**src/rtl/seq_sub_pkg.sv**
```systemverilog
// Shared types and helpers for the digit-serial subtractor.
package seq_sub_pkg;

  typedef enum logic [1:0] {
    StIdle,
    StRun,
    StDone
  } state_e;

  // Two's-complement overflow of a - b: operand signs differ and result sign differs from a.
  function automatic logic signed_ovf(input logic a_msb, input logic b_msb,
                                      input logic d_msb, input logic signed_mode);
    return signed_mode && (a_msb != b_msb) && (d_msb != a_msb);
  endfunction

endpackage

```
**src/rtl/seq_subtractor_if.sv**
```systemverilog
// Operand/result handshake bundle for seq_subtractor.
interface seq_subtractor_if #(
  parameter int unsigned W = 8
);
  logic         in_valid;
  logic         in_ready;
  logic [W-1:0] a;
  logic [W-1:0] b;
  logic         bin;
  logic         signed_mode;
  logic         out_valid;
  logic         out_ready;
  logic [W-1:0] diff;
  logic         bout;
  logic         overflow;
  logic         zero;

  modport master (
    output in_valid, a, b, bin, signed_mode, out_ready,
    input  in_ready, out_valid, diff, bout, overflow, zero
  );

  modport slave (
    input  in_valid, a, b, bin, signed_mode, out_ready,
    output in_ready, out_valid, diff, bout, overflow, zero
  );
endinterface

```
**src/rtl/digit_subtractor.sv**
```systemverilog
// Combinational DIGIT-bit ripple-borrow subtractor: d = x - y - bin.
module digit_subtractor #(
  parameter int unsigned DIGIT = 2
) (
  input  logic [DIGIT-1:0] x_i,
  input  logic [DIGIT-1:0] y_i,
  input  logic             bin_i,
  output logic [DIGIT-1:0] d_o,
  output logic             bout_o
);

  logic borrow;

  always_comb begin
    borrow = bin_i;
    d_o    = '0;
    for (int i = 0; i < int'(DIGIT); i++) begin
      d_o[i] = x_i[i] ^ y_i[i] ^ borrow;
      borrow = (~x_i[i] & y_i[i]) | (~(x_i[i] ^ y_i[i]) & borrow);
    end
    bout_o = borrow;
  end

endmodule

```
**src/rtl/seq_subtractor.sv**
```systemverilog
// Multi-cycle subtractor: diff = a - b - bin, DIGIT bits per clock from LSB to MSB.
module seq_subtractor #(
  parameter int unsigned W     = 8,
  parameter int unsigned DIGIT = 2
) (
  input logic              clk,
  input logic              rst,
  seq_subtractor_if.slave  io
);
  import seq_sub_pkg::*;

  localparam int unsigned NDIG = W / DIGIT;
  localparam int unsigned CntW = (NDIG > 1) ? $clog2(NDIG) : 1;

  if (W < 2 || (W % DIGIT) != 0) begin : g_bad_param
    $error("seq_subtractor: W must be >= 2 and a multiple of DIGIT");
  end

  state_e            state_q, state_d;
  logic [CntW-1:0]   cnt_q, cnt_d;
  logic              borrow_q, borrow_d;
  logic [W-1:0]      a_q, a_d;
  logic [W-1:0]      b_q, b_d;
  logic              signed_q, signed_d;
  logic [W-1:0]      diff_q, diff_d;
  logic              bout_q, bout_d;
  logic              ovf_q, ovf_d;
  logic              zero_q, zero_d;

  logic [DIGIT-1:0]  dig_x, dig_y, dig_d;
  logic              dig_bout;
  logic              accept;
  logic              last_digit;

  assign io.in_ready  = (state_q == StIdle) && !rst;
  assign io.out_valid = (state_q == StDone);
  assign io.diff      = diff_q;
  assign io.bout      = bout_q;
  assign io.overflow  = ovf_q;
  assign io.zero      = zero_q;

  assign accept     = io.in_valid && io.in_ready;
  assign last_digit = (cnt_q == CntW'(NDIG - 1));

  // Constant-select mux keeps the digit routing free of variable part-selects.
  always_comb begin
    dig_x = '0;
    dig_y = '0;
    for (int k = 0; k < int'(NDIG); k++) begin
      if (cnt_q == CntW'(k)) begin
        dig_x = a_q[k*DIGIT +: DIGIT];
        dig_y = b_q[k*DIGIT +: DIGIT];
      end
    end
  end

  digit_subtractor #(
    .DIGIT (DIGIT)
  ) u_digit (
    .x_i    (dig_x),
    .y_i    (dig_y),
    .bin_i  (borrow_q),
    .d_o    (dig_d),
    .bout_o (dig_bout)
  );

  always_comb begin
    state_d  = state_q;
    cnt_d    = cnt_q;
    borrow_d = borrow_q;
    a_d      = a_q;
    b_d      = b_q;
    signed_d = signed_q;
    diff_d   = diff_q;
    bout_d   = bout_q;
    ovf_d    = ovf_q;
    zero_d   = zero_q;

    unique case (state_q)
      StIdle: begin
        if (accept) begin
          a_d      = io.a;
          b_d      = io.b;
          signed_d = io.signed_mode;
          borrow_d = io.bin;
          cnt_d    = '0;
          diff_d   = '0;
          state_d  = StRun;
        end
      end
      StRun: begin
        for (int k = 0; k < int'(NDIG); k++) begin
          if (cnt_q == CntW'(k)) begin
            diff_d[k*DIGIT +: DIGIT] = dig_d;
          end
        end
        borrow_d = dig_bout;
        cnt_d    = cnt_q + CntW'(1);
        if (last_digit) begin
          bout_d  = dig_bout;
          zero_d  = (diff_d == '0);
          ovf_d   = signed_ovf(a_q[W-1], b_q[W-1], diff_d[W-1], signed_q);
          state_d = StDone;
        end
      end
      StDone: begin
        if (io.out_ready) begin
          state_d = StIdle;
        end
      end
      default: state_d = StIdle;
    endcase
  end

  always_ff @(posedge clk) begin
    if (rst) begin
      state_q  <= StIdle;
      cnt_q    <= '0;
      borrow_q <= 1'b0;
      a_q      <= '0;
      b_q      <= '0;
      signed_q <= 1'b0;
      diff_q   <= '0;
      bout_q   <= 1'b0;
      ovf_q    <= 1'b0;
      zero_q   <= 1'b0;
    end else begin
      state_q  <= state_d;
      cnt_q    <= cnt_d;
      borrow_q <= borrow_d;
      a_q      <= a_d;
      b_q      <= b_d;
      signed_q <= signed_d;
      diff_q   <= diff_d;
      bout_q   <= bout_d;
      ovf_q    <= ovf_d;
      zero_q   <= zero_d;
    end
  end

endmodule

```
**src/flat_wrapper.sv**
```systemverilog
// flat-port wrapper written by rule: the top's interface ports become plain ports
module seq_subtractor_flat import seq_sub_pkg::*;
#(
  parameter int unsigned W     = 8,
  parameter int unsigned DIGIT = 2
)
  (clk, rst, io_in_valid, io_a, io_b, io_bin, io_signed_mode, io_out_ready, io_in_ready, io_out_valid, io_diff, io_bout, io_overflow, io_zero);
  seq_subtractor_if #(.W(W)) io_i ();
  input logic clk;
  input logic rst;
  input wire logic [$bits(io_i.in_valid)-1:0] io_in_valid;
  input wire logic [$bits(io_i.a)-1:0] io_a;
  input wire logic [$bits(io_i.b)-1:0] io_b;
  input wire logic [$bits(io_i.bin)-1:0] io_bin;
  input wire logic [$bits(io_i.signed_mode)-1:0] io_signed_mode;
  input wire logic [$bits(io_i.out_ready)-1:0] io_out_ready;
  output wire logic [$bits(io_i.in_ready)-1:0] io_in_ready;
  output wire logic [$bits(io_i.out_valid)-1:0] io_out_valid;
  output wire logic [$bits(io_i.diff)-1:0] io_diff;
  output wire logic [$bits(io_i.bout)-1:0] io_bout;
  output wire logic [$bits(io_i.overflow)-1:0] io_overflow;
  output wire logic [$bits(io_i.zero)-1:0] io_zero;
  assign io_i.in_valid = io_in_valid;
  assign io_i.a = io_a;
  assign io_i.b = io_b;
  assign io_i.bin = io_bin;
  assign io_i.signed_mode = io_signed_mode;
  assign io_i.out_ready = io_out_ready;
  assign io_in_ready = io_i.in_ready;
  assign io_out_valid = io_i.out_valid;
  assign io_diff = io_i.diff;
  assign io_bout = io_i.bout;
  assign io_overflow = io_i.overflow;
  assign io_zero = io_i.zero;
  seq_subtractor #(.W(W), .DIGIT(DIGIT)) u_core (.clk(clk), .rst(rst), .io(io_i));
endmodule
```
**config.mk**
```make
export PLATFORM = sky130hd
export DESIGN_NAME = seq_subtractor_flat
export DESIGN_NICKNAME = d
export VERILOG_FILES = /design/src/rtl/seq_sub_pkg.sv /design/src/rtl/seq_subtractor_if.sv /design/src/rtl/digit_subtractor.sv /design/src/rtl/seq_subtractor.sv /design/src/flat_wrapper.sv
export SDC_FILE = /design/constraint.sdc
export NUM_CORES = 1
export LEC_CHECK = 0
export CAP_MARGIN = 20
export CORE_UTILIZATION = 51
export CTS_BUF_LIST = sky130_fd_sc_hd__clkbuf_4
export CTS_CLUSTER_DIAMETER = 200
export DETAILED_ROUTE_END_ITERATION = 10
export GPL_TIMING_DRIVEN = 0
export PLACE_DENSITY = 0.89
export SLEW_MARGIN = 20
export SYNTH_ARGS = -nofsm -noshare
export SYNTH_HDL_FRONTEND = slang
export SYNTH_SLANG_ARGS = --single-unit
```
**constraint.sdc**
```tcl
create_clock -name clk -period 3.4 [get_ports clk]
set_input_delay 0.85 -clock clk [delete_from_list [all_inputs] [get_ports clk]]
set_output_delay 0.85 -clock clk [all_outputs]
set_load 0.1 [all_outputs]
```
* After elaboration in Yosys (flattened, before gate mapping)
Index checks and enable logic that the tools add are counted.
Storage, ports and cells: flip-flop bits (word level) 33, input port bits 22, output and inout port bits 13, word-level logic and storage cells 74
Cells by class: add/subtract/negate cells 1, eq/ne operators 10, multiplexer cells 26, bitwise operators 14, reduce and logical (&&, ||, !) cells 13
Operators with widths (count):
- 2-to-1 mux 2 bit | 20
- case mux 8 bit (2 select lines) | 1
- logical NOT 8 bit | 1
- 2-to-1 mux 8 bit | 1
- equality test 2 bit (second input constant) | 3
- case mux 2 bit (3 select lines) | 1
- AND reduction 2 bit | 3
- bitwise AND 1 bit | 4
- equality test 2 x 1 -> 1 bit (second input constant) | 2
- logical AND 1 bit | 4
- logical NOT 2 bit | 2
- inequality test 2 x 1 -> 1 bit (second input constant) | 2
- inverter 1 bit | 4
- case mux 2 bit (2 select lines) | 1
- XOR 1 bit | 4
- AND reduction 3 bit | 1
- adder 2 x 1 -> 2 bit (second input constant) | 1
- inequality test 1 bit | 2
- inequality test 2 bit (second input constant) | 1
- bitwise OR 1 bit | 2
- case mux 1 bit (2 select lines) | 1
- nonzero test 2 bit | 1
- logical NOT 1 bit | 1
- 2-to-1 mux 1 bit | 1

* Longest topological paths before layout
Gate-level depths: netlist of the first run.
depth after elaboration 14, depth in mapped cells 14, depth with buffers taken out 13

* Modules after synthesis
Synthesis of the first run repeated with hierarchy kept, for this count alone.
Second synthesis, totals: cells, all modules 203, area, all modules 1625.3 um^2
Modules (own cells, without submodules):
- seq_subtractor | instances 1, cells an instance 196, area an instance 1566.5 um^2, sequential area each 660.6 um^2
- digit_subtractor | instances 1, cells an instance 7, area an instance 58.8 um^2, sequential area each 0.0 um^2

* Worst setup path before layout of the first run
Ideal clock, no wire load.
path kind input port to flip-flop, start point input port rst, end point register u_core.diff_q[7], in the netlist u_core.io.diff[7], library setup time 0.128 ns, data arrival time 3.870 ns, required time 3.272 ns, setup slack -0.598 ns, cell stages on the path 6, path through buf_2 > nor3_1 > nand2_1 > clkbuf_1 > a32oi_1 > nor2_1
Between the ends: word-level cells in the longest chain between the ends 5
Ends and longest elaborated chain:
- from (decl) | line flat_wrapper.sv:10 | input logic rst;
- logical NOT 1 bit | line seq_subtractor.sv:35 | assign io.in_ready = (state_q == StIdle) && !rst;
- logical AND 1 bit | line seq_subtractor.sv:35
- named net io_in_ready | line flat_wrapper.sv:17 | output wire logic [$bits(io_i.in_ready)-1:0] io_in_ready;
- logical AND 1 bit | line seq_subtractor.sv:42 | assign accept = io.in_valid && io.in_ready;
- inequality test 2 x 1 -> 1 bit (no source line)
- AND reduction 2 bit (no source line)
- to (signal assigned) | line seq_subtractor.sv:134 | diff_q <= diff_d;
- to (decl) | line seq_subtractor.sv:25 | logic [W-1:0] diff_q, diff_d;
The timed path passes the listed nets, and every way through them passes these cells. A chain may end at the register's enable or synchronous reset.

* Worst setup path after layout of the first run
start point input port rst, end point output port io_in_ready
Between the ends: word-level cells in the longest chain between the ends 2
Ends and longest elaborated chain (line):
- logical NOT 1 bit | seq_subtractor.sv:35
- logical AND 1 bit | seq_subtractor.sv:35
- to (decl) | flat_wrapper.sv:17
Every way passes these cells.

==> impl_metrics.ini, run 1 <==
[outcome]
status = complete, no violations

[synthesis]
synth_top_area_share_pct = 43.7
avgSynthCellArea_sq_um = 7.79
synth_cell_types = 26
ys_warn_count = 0
synth_common_cells = nand2_1, a21oi_1, dfxtp_1
syn_area_sq_um = 1510
postSynth.asyncResetShare_pct = 0
synth_most_common_cell = nand2_1
synth_seq_area_share_pct = 43.7
synth.area.top_cells = dfxtp_1, a21oi_1, nand2_1
yosysTopAreaCell = dfxtp_1
netlist_instances = 194
ys.flop_type = dfxtp_1
synth_fp_nets = 222
synth-edff-count = 0
ys_ff_latch = 33

[floorplanning]
initial_core_util_pct = 54.3
fp-row-count = 19
core_sq_um = 2780
die_area_sq_um = 3190
die_h_microns = 56.4
die_w_microns = 56.4
io_pins = 35

[worst_setup_path]
timing.rr.start = u_core.cnt_q[1]
critPathSlowestCell = clkdlybuf4s50_1
path_cells = buf_2 -> nor3_2 -> clkdlybuf4s50_1
cp_max_fo = 9
slowest_delay_ps = 1160
critPathLaunchType = input pin
critical_path_class = in -> out
end_kind = output port
worstPathArrival_ps = 2330
rrSetupSlack_ps = 320
r2r-end = u_core.io.zero
rr_worst_depth = 14
cp.required_ps = 2550

[placement]
gp_congestion = 0.852
io_buffers = 33
dp_slack_ps = 225
hpwl_mm = 2.52
placed_cells = 258

[clocking]
clockBufferDepth = 2
ctsResizeCount = 0
clkLatencyLatePin_ps = 340
cts_root_buf = clkbuf_4
cts.sinks = 33
tritoncts = yes
numCtsBuffers = 5
ctsHoldBuffers = 0
cts_setup_buffers = 0
htree_levels = 2
clk_pin_slew_worst_paths_ps = 90

[finish]
drive_gt1_share_pct = 5.56
num_antenna_cells = 0
instances_no_fill = 265
final_nets = 262
syn2layout_area_growth_pct = 28.0

[worst_hold_path]
min_to = u_core.a_q[4]
hold_start = u_core.a_q[4]
hold_path_class = reg -> reg
whs_path_depth = 2

[global_routing]
grt_pass1_wl_mm = 5.80
grt_max_degree = 11
grt_antenna_before_repair = 0
grt.total_usage_pct = 23.5
overflow = 0
grt_pass1_vias = 1346

[route]
wl_mm = 3.39
first_pass_iters = 4
num_vias = 1463
avgViaCountPerCell = 5.52
drt_iter0_drc = 71
drc = 0
antenna_left = 0
wl_per_cell_microns = 12.8

[power_and_ir_drop]
p_total_mw = 0.777
power.leakage_nw = 0.690
peakVddDrop_v = 0.000393
power_density_nw_per_um2 = 402

[run]
drv_cap = 0

[sta]
fmax_mhz = 315
clock_skew_ps = 7.68
slew_headroom_pct = 35.5
tns_ps = 0
worst_slack_ps = 223
final_hold_viol_count = 0
tightestPinTransition_ps = 965
rsz0062_at_grt = false
whs_ps = 460
period_needed_ps = 3180
report.final.slew_viol_count = 0
setup_viol = 0
timing.final.crit_share_pct = 93.4
[how the worst max path moves through the flow]
| stage | endpoint | slack (ps) | from | cells after the start |
|---|---|---|---|---|
| final | io_in_ready | 220 | rst | 3 |
| after global routing | u_core.io.zero | 110 | u_core.cnt_q[1] | 14 |
| after CTS | io_in_ready | 220 | rst | 3 |
| after detailed placement | io_in_ready | 220 | rst | 3 |
| after global placement | io_in_ready | 230 | rst | 3 |
| after floorplan | io_in_ready | 360 | rst | 2 |
[cell usage in the layout, fill, tap and decap left out]
master and instances:
nand2_1 44, a21oi_1 34, clkdlybuf4s50_1 33, dfxtp_1 33
nor2_1 17, clkbuf_1 9, a22oi_1 8, inv_1 7
clkbuf_4 6, o21ai_0 5, nor2b_1 4, nand2b_1 4
ha_1 4, buf_2 3, nor3_1 3, nand3b_1 2
nand3_1 2, mux2i_1 2, a32oi_1 2, fa_1 2
nor3_2 1, nor4b_2 1, buf_4 1, nand2_4 1
a32o_1 1, o22ai_1 1, or3_1 1, and2_1 1
nor4_1 1, clkinv_1 1
[state kept, by name (all words and copies together) (netlist names)]
name,flops
u_core.a_q,8
u_core.b_q,8
u_core.io.diff,8
u_core.cnt_q,2
u_core.state_q,2
u_core.borrow_q,1
u_core.io.bout,1
u_core.io.overflow,1
u_core.io.zero,1
u_core.signed_q,1
[through the flow]
step | cell area (sq um) | utilization (%)
2_1_floorplan | 1520 | -
3_3_place_gp | 1890 | 67.8
3_5_place_dp | 1890 | 67.8
4_1_cts | 1930 | 69.5
5_1_grt | 1930 | 69.5
6_report | 1930 | 69.5
[kinds of logic (layout without fill, tap and decap cells)]
group	count (synthesis)	in the layout	synth area share, %
buf+inv	20	60	5.46
flops	33	33	43.7
fa+ha+maj	6	6	5.96
mux	2	2	1.32
simple gates	82	82	24.4
compound gates	51	51	19.1
[final cells by class]
type	count	area (sq um)
clock inverters	1	3.75
clock buffers	6	45.0
well taps	31	38.8
inverters	7	26.3
flip-flops and latches	33	661
fillers	235	847
repair buffers	33	330
plain buffers	13	56.3
multi-input cells	141	773
[worst max-delay path: cells and delay by family]
kind | cells | cell delay (ps)
AND/OR/NAND/NOR | 1 | 160
buffers and inverters | 2 | 1320
[layer usage]
layer | routed length (microns) | track usage [%] | vias to the layer above
met2 | 1670 | 38.0 | 52
li1 | - | - | 727
met5 | 0 | 0 | -
met1 | 1430 | 29.6 | 677
met4 | 50 | 8.71 | 0
met3 | 239 | 6.91 | 7
[report_power, final]
part	internal [mW]	total, mW	switching [mW]
Combinational	0.0635	0.158	0.0941
Sequential	0.402	0.413	0.0112
Clock	0.0829	0.207	0.124
Note: power is estimated with default switching activity, not from simulation.
==> run 2, diff against run 1 <==
--- a/config.mk
+++ b/config.mk
@@ -6,6 +6,7 @@
 export NUM_CORES = 1
 export LEC_CHECK = 0
 export CAP_MARGIN = 20
+export CORE_MARGIN = 5
 export CORE_UTILIZATION = 51
 export CTS_BUF_LIST = sky130_fd_sc_hd__clkbuf_4
 export CTS_CLUSTER_DIAMETER = 200
==> run 2 against run 1 <==
Critical endpoint unchanged; highest routed layer unchanged; total power about the same; cell area unchanged; core utilization down 0.59 points; sequential share of layout area unchanged; non-clock buffer count is the same; register-to-register slack hardly changed; clock power is essentially flat; worst setup slack improved by 17 ps; global-route usage down 5.5 points; combinational power hardly changed; final cell count is the same.
==> impl_metrics.ini, run 2 (same netlist as run 1, synthesis figures left out) <==
[route]
antenna_left = 0
wl_mm = 3.51
drc = 0
num_vias = 1440
wl_per_cell_microns = 13.2
first_pass_iters = 4
drt_iter0_drc = 85
avgViaCountPerCell = 5.43

[clocking]
tritoncts = yes
cts_setup_buffers = 0
cts.sinks = 33
numCtsBuffers = 5
cts_root_buf = clkbuf_4
clk_pin_slew_worst_paths_ps = 90
ctsHoldBuffers = 0
htree_levels = 2
ctsResizeCount = 0
clockBufferDepth = 2
clkLatencyLatePin_ps = 340

[sta]
period_needed_ps = 3160
report.final.slew_viol_count = 0
fmax_mhz = 316
setup_viol = 0
rsz0062_at_grt = false
clock_skew_ps = 4.86
slew_headroom_pct = 35.2
final_hold_viol_count = 0
timing.final.crit_share_pct = 92.9
tns_ps = 0
tightestPinTransition_ps = 969

[global_routing]
grt.total_usage_pct = 18.0
grt_pass1_wl_mm = 5.84
overflow = 0
grt_max_degree = 11
grt_pass1_vias = 1369
grt_antenna_before_repair = 0

[outcome]
status = complete, no violations

[worst_setup_path]
cp.required_ps = 2550
timing.rr.start = u_core.cnt_q[1]
end_kind = output port
critPathLaunchType = input pin
slowest_delay_ps = 1160
path_cells = buf_2 -> nor3_2 -> clkdlybuf4s50_1
rr_worst_depth = 14
critPathSlowestCell = clkdlybuf4s50_1
r2r-end = u_core.io.zero
critical_path_class = in -> out
rrSetupSlack_ps = 320
worstPathArrival_ps = 2310
cp_max_fo = 9
critPathLaunch = rst

[finish]
fillers = 256
final_common_cell = nand2_1
final_cell_mix = nand2_1, a21oi_1, clkdlybuf4s50_1, dfxtp_1, nor2_1
multi_input_area_sq_um = 773
drive_gt1_share_pct = 5.56
ff_latch_area_sq_um = 661
syn2layout_area_growth_pct = 28.0
fin_area_sq_um = 1930
num_antenna_cells = 0
final_nets = 262

[worst_hold_path]
hold_start = u_core.a_q[2]
hold_path_class = reg -> reg
whs_path_depth = 2
min_to = u_core.a_q[2]

[power_and_ir_drop]
peakVddDrop_v = 0.000307
p_clk_share_pct = 26.7
p_seq_share_pct = 53.2
switchingPower_mw = 0.229
p_sw_share_pct = 29.5
power_density_nw_per_um2 = 401
combPwrFrac_pct = 20.1
power.leakage_nw = 0.690
power.internal_mw = 0.547

[placement]
placed_area_sq_um = 1890
gp_congestion = 0.851
hpwl_mm = 2.65
io_buffers = 33

[floorplanning]
io_pins = 35
die_h_microns = 64.4
core_sq_um = 2810
fp-row-count = 19
die_area_sq_um = 4150
die_w_microns = 64.4
initial_core_util_pct = 53.9

[run]
drv_cap = 0
-- run 2: cell counts in the layout (fill, tap and decap cells not counted) --
Identical to the previous run, type by type.
-- run 2: critical path: cells and delay by family --
kind                   cells  cell delay (ps)
and+or+nand+nor            1              140
buffers and inverters      2             1320
-- run 2: power by group through the flow --
stage	Clock (mW)	Sequential (mW)	Combinational (mW)
finish	0.208	0.413	0.156
global route	0.230	0.415	0.172
detailed placement	0	0.422	0.155
global placement	0	0.421	0.152
CTS	0.213	0.413	0.156
floorplan	0	0.439	0.0848
-- run 2: metal layers --
layer	track usage (%)	up-vias	part of all wire, %
li1	-	727	-
met1	19.8	664	42
met3	6.39	6	7.4
met2	31.8	43	50
met5	0	-	0
met4	7.12	0	1.4
-- run 2: worst max path at each step --
stage | end | cells past startpoint | slack [ps]
after floorplan | io_in_ready | 2 | 360
after global placement | io_in_ready | 3 | 230
after detailed placement | io_in_ready | 3 | 230
after CTS | io_in_ready | 3 | 240
after global routing | u_core.io.zero | 14 | 20
final | io_in_ready | 3 | 240
-- run 2: cell type report --
type	count	area share, %
tap	31	2.01
clock inverter	1	0.194
buffer	13	2.91
sequential	33	34.2
clock buffer	6	2.33
timing repair buffer	33	17.1
inverter	7	1.36
multi-input combinational	141	40.0
-- run 2: metrics by stage --
stage          hold slack (ps)  setup WS [ps]  util (%)  power, mW  cells
3_3_place_gp               444            227      67.2      0.573    258
3_5_place_dp               449            235      67.2      0.577    258
5_1_grt                    479           21.0      69.0      0.817    265
6_report                   459            240      69.0      0.777    265
2_1_floorplan              436            355         -      0.524    194
4_1_cts                    461            238      69.0      0.781    265
